===== config.mk =====
export PLATFORM = sky130hd
export DESIGN_NAME = nibble_add_seq
export DESIGN_NICKNAME = d
export VERILOG_FILES = /design/src/rtl/nibble_add_seq_pkg.sv /design/src/rtl/nibble_add_seq.sv
export SDC_FILE = /design/constraint.sdc
export NUM_CORES = 1
export LEC_CHECK = 0
export BUFFER_PORTS_ARGS = -buffer_cell sky130_fd_sc_hd__buf_2
export CAP_MARGIN = 20
export CORE_ASPECT_RATIO = 0.75
export CORE_MARGIN = 1.5
export CORE_UTILIZATION = 50
export DETAILED_ROUTE_END_ITERATION = 8
export HOLD_SLACK_MARGIN = 0.12
export PLACE_DENSITY = 0.77
export SYNTH_ARGS = -nofsm -noshare
export SYNTH_HDL_FRONTEND = slang
export SYNTH_SLANG_ARGS = --single-unit

===== constraint.sdc =====
create_clock -name clk -period 2.4 [get_ports clk]
set_clock_uncertainty 0.05 [all_clocks]
set_input_delay 0.36 -clock clk [delete_from_list [all_inputs] [get_ports clk]]
set_output_delay 0.36 -clock clk [all_outputs]
set_load 0.1 [all_outputs]

===== src/rtl/nibble_add_seq_pkg.sv =====
// Shared definitions for the nibble-serial adder sequencer.
package nibble_add_seq_pkg;

    localparam int NIB_W = 4;

    typedef enum logic [1:0] {
        IDLE = 2'd0,
        RUN  = 2'd1,
        DONE = 2'd2
    } state_t;

    function automatic int calc_nnib(input int width);
        return width / NIB_W;
    endfunction

endpackage


===== src/rtl/nibble_add_seq.sv =====
// Drives an external combinational 4-bit adder one nibble per clock, LSB first,
// threading the carry through a register and assembling a WIDTH-bit result.
module nibble_add_seq
    import nibble_add_seq_pkg::*;
#(
    parameter int WIDTH = 16
) (
    input  logic             clk,
    input  logic             rst_n,
    input  logic             start,
    input  logic [WIDTH-1:0] A_in,
    input  logic [WIDTH-1:0] B_in,
    input  logic             Cin,
    output logic             busy,
    output logic             done,
    output logic [WIDTH-1:0] Sum,
    output logic             Cout,
    output logic [3:0]       fa_A,
    output logic [3:0]       fa_B,
    output logic             fa_Cin,
    input  logic [3:0]       fa_Z,
    input  logic             fa_Cout
);

    localparam int NNIB = calc_nnib(WIDTH);
    localparam int IDXW = $clog2(NNIB);
    localparam logic [IDXW-1:0] LAST_IDX = IDXW'(NNIB - 1);

    state_t            state;
    state_t            state_nxt;
    logic              accept;
    logic [WIDTH-1:0]  a_reg;
    logic [WIDTH-1:0]  b_reg;
    logic              carry;
    logic [IDXW-1:0]   idx;
    logic [WIDTH-1:0]  sum_r;
    logic              cout_r;

    always_ff @(posedge clk or negedge rst_n) begin
        if (!rst_n) begin
            state <= IDLE;
        end else begin
            state <= state_nxt;
        end
    end

    // A new start is taken in IDLE and also in DONE, which allows back-to-back sequences.
    always_comb begin
        state_nxt = state;
        accept    = 1'b0;
        case (state)
            IDLE: begin
                if (start) begin
                    accept    = 1'b1;
                    state_nxt = RUN;
                end
            end
            RUN: begin
                if (idx == LAST_IDX) begin
                    state_nxt = DONE;
                end
            end
            DONE: begin
                if (start) begin
                    accept    = 1'b1;
                    state_nxt = RUN;
                end else begin
                    state_nxt = IDLE;
                end
            end
            default: state_nxt = IDLE;
        endcase
    end

    always_ff @(posedge clk or negedge rst_n) begin
        if (!rst_n) begin
            a_reg  <= '0;
            b_reg  <= '0;
            carry  <= 1'b0;
            idx    <= '0;
            sum_r  <= '0;
            cout_r <= 1'b0;
        end else if (accept) begin
            a_reg <= A_in;
            b_reg <= B_in;
            carry <= Cin;
            idx   <= '0;
        end else if (state == RUN) begin
            sum_r[NIB_W*idx +: NIB_W] <= fa_Z;
            carry                     <= fa_Cout;
            if (idx == LAST_IDX) begin
                cout_r <= fa_Cout;
            end else begin
                idx <= idx + IDXW'(1);
            end
        end
    end

    assign fa_A   = a_reg[NIB_W*idx +: NIB_W];
    assign fa_B   = b_reg[NIB_W*idx +: NIB_W];
    assign fa_Cin = carry;
    assign busy   = (state == RUN);
    assign done   = (state == DONE);
    assign Sum    = sum_r;
    assign Cout   = cout_r;

endmodule

==> results.env <==
POST-SYNTH-TOP-AREA-FRACTION_PCT=55.19
CRITPATHMAXFANOUT=10
FIRST_GLOBAL_VIAS=1837
GP_ROUTABILITY_CONGESTION=0.7542
GLOBALROUTE.TOTALOVERFLOW=0
FILL_CELLS=398
SLOWEST_DELAY_PS=530
FLOORPLAN.DIE_AREA_MM2=0.005330
TIMING.SETUP.TNS_PS=0
TIMING.CRITICAL_PATH.ARRIVAL_PS=1860
POSTSYNTHREGISTERBITS=54
SYNTH.AREA.TOP_CELLS='dfrtp_1, nand2_1, mux4_2'
NETLIST.TOP_CELL.BY_AREA='dfrtp_1'
FINAL_MIN_PERIOD_OVER_CLOCK_PERIOD_PCT=94.47
WORST_HOLD_PATH_TYPE='in2reg'
CP_SLOWEST_CELL='mux4_2'
POST-ROUTE-DRC-COUNT=0
SYNTHESIS.NETS=294
INITIAL_UTILIZATION_PCT=53.56
WP_DATA_REQUIRED_PS=1990
CRITICALPATHCATEGORY='reg2out'
ANT_NETS=0
GRT_PASS1_WL_UM=8404
CAP_VIOLATIONS=0
DIE_Y_EXTENT_UM=63.61
CLOCK_TREE_FROM_TRITONCTS='built'
FF2FF_SETUP_SLACK_PS=430
AVG_SYNTHESIZED_CELL_AREA_UM2=9.873
CTS_NUM_SINKS=54
POST_DRT_WL_PER_CELL_UM=12.86
GRT_ANTENNA_BEFORE_REPAIR=0
REG2REG_TO='Sum[9]'
TOP_LEVEL_PORTS=69
FINALSETUPVIOLATIONS=0
CRITPATHTOPFAMILY='buffers and inverters'
CLK_ROOT_BUFFER_CELL='clkbuf_8'
CLOCK.FMAX_MHz=441.0
CELL_CHAIN_CRITICAL_PATH='buf_4 -> mux4_2 -> buf_2'
YS.WARNINGS.COUNT=0
TIMING.MAX_SLEW.REL_SLACK_PCT=60.47
PLACEMENT.IO_BUFFERS=68
DRT_FIRST_ITER_VIOLATIONS=85
AREA.GROWTH.SYNTH_TO_FINAL_PCT=20.39
SYNTHESIS.INSTANCES=248
VIA_PER_INST=4.989
NUM_ANTENNA_CELLS=0
FF2FF_PATH_DEPTH=6
WORST_SKEW_PAIR.LATE_LATENCY_PS=290
WORST_SETUP_PATH_START_KIND='flop'
SETUP.WORST_PATH.END_CLASS='output port'
NUMBER_OF_LEVELS_THE_H_TREE_WAS_SPLIT_INTO=2
GRTUSAGETOTAL_PCT=19.95
SYN_AREA_MM2=0.002449
LAYOUT_CELLS_SIZED_ABOVE_1_PCT=29.60
WORSTSETUPSTARTPOINT='idx[0]'
FINALWIRELENGTH_UM=4861
CTS.CLK_SLEW.WORST_PATHS_PS=90
OUTCOME='finished, final reports clean'
CRITICAL_PATH_CELL_COUNT=3
GRT_MAX_DEGREE=34
DIE_X_UM=83.81
CRITICAL_PATH.ENDPOINT='fa_A[2]'
FLOORPLAN.ROWS=21
LAYOUT_MIN_CYCLE_TIME_PS=2267
WORSTMARGINPINSLEW_PS=593.0
TRITONCTS.NUM_BUFFERS=5
WORST_R2R_STARTPOINT='idx[0]'
DETAILED_PLACE_HPWL_UM=3723
RSZ0062_AT_GRT='false'
PLACEABLECOREAREA_MM2=0.004572
DETAILEDROUTE.FIRSTPASSITERATIONCOUNT=4
YOSYS.CELL_TYPES.COUNT=24
POST-CTS-SETUP-BUFFER-COUNT=0
HOLD_FAILS_FINAL_RPT=0
NUM-NETS-FINAL=366
TIMING.FINAL.MAX_SLEW_VIOLATIONS=0
CTSLONGESTPATHBUFFERS=2
SEQ_AREA_FRAC_SYNTH_PCT=55.19
VIA_COUNT=1886
CRIT_BUF_INV=2
## placed cells by master (no fill, tap or decap), types with 2 or more instances in the layout
cell / count
nand2_1: 131
nand2b_1: 2
buf_2: 68
clkbuf_8: 6
o21ai_1: 4
mux4_2: 6
mux4_1: 2
o21ai_0: 13
buf_4: 7
inv_1: 4
ha_1: 5
dfrtp_1: 54
nor4b_4: 2
nand3b_1: 3
## Yosys cell counts
library cell	number
o21ai_0	13
nand3_1	1
a22oi_1	1
nand3b_2	1
buf_6	1
nor2b_1	2
ha_1	5
and4bb_2	1
inv_1	4
buf_4	3
mux2i_1	1
mux4_2	6
buf_2	7
nand2b_1	2
mux4_1	2
o31ai_1	1
nor3b_4	1
nand2_1	131
mux2_2	1
nand3b_1	3
o21ai_1	4
nor3b_1	1
nor4b_4	2
dfrtp_1	54
## cell type report
| cell class | count | area [um^2] | area share [%] |
|---|---|---|---|
| inverter | 4 | 15.01 | 0.5093 |
| clock buffer | 7 | 86.33 | 2.929 |
| timing repair buffer | 76 | 402.9 | 13.67 |
| sequential | 54 | 1351 | 45.84 |
| multi-input combinational | 179 | 1016 | 34.47 |
| tap | 57 | 71.32 | 2.419 |
| clock inverter | 1 | 5.005 | 0.1698 |
## tightest hold or removal path: stages
cell and delay (ps):
buf_2 70, nand2_1 40, nand2_1 50
## metal layers
metal	up-vias	GRT usage, %	part of all wire, %
li1	948	-	-
met3	2	4.849	5.9
met4	0	4.098	0.31
met1	880	29.03	50
met2	56	30.85	44
met5	-	0	0
## cell families (layout without fill, tap and decap cells)
family                     after synthesis  in the layout  synth area share [%]
buffers and inverters                   15             88                 3.423
AOI/OAI and AO/OA                       19             19                 4.088
DFF                                     54             54                 55.19
and+or+nand+nor                        145            145                 26.21
adders and majority gates                5              5                 2.555
muxes                                   10             10                 8.533
## through the flow
| stage | std cells | area [um^2] | hold slack (ps) | worst slack, ps | utilization [%] |
|---|---|---|---|---|---|
| CTS | 378 | 2948 | 196.0 | 108.1 | 64.48 |
| floorplan | 248 | 2449 | 14.41 | 153.0 | - |
| finish | 378 | 2948 | 202.0 | 132.6 | 64.48 |
| global route | 378 | 2948 | 186.7 | 38.63 | 64.48 |
| global placement | 369 | 2846 | 345.6 | 465.3 | 62.26 |
| detailed placement | 369 | 2846 | 343.6 | 413.7 | 62.26 |
## worst min path at each step
stage / start / endpoint / slack, ps / depth (start not counted)
2_1_floorplan: rst_n / Cout / 10 / 0
3_3_place_gp: rst_n / Cout / 350 / 1
3_5_place_dp: rst_n / fa_Cin / 340 / 1
4_1_cts: A_in[3] / a_reg[3] / 200 / 3
5_1_grt: A_in[0] / a_reg[0] / 190 / 3
6_report: A_in[15] / a_reg[15] / 200 / 3
## timing repair
| action | 4_1_cts | 5_1_grt |
|---|---|---|
| hold buffers | 1 | 0 |
| setup endpoints to repair | 0 | 0 |
| gates resized for setup | 0 | 0 |
| hold endpoints to repair | 24 | 0 |
Power is not shown: default switching activity piles up to over one toggle a cycle in this logic, so the estimate is an artifact.
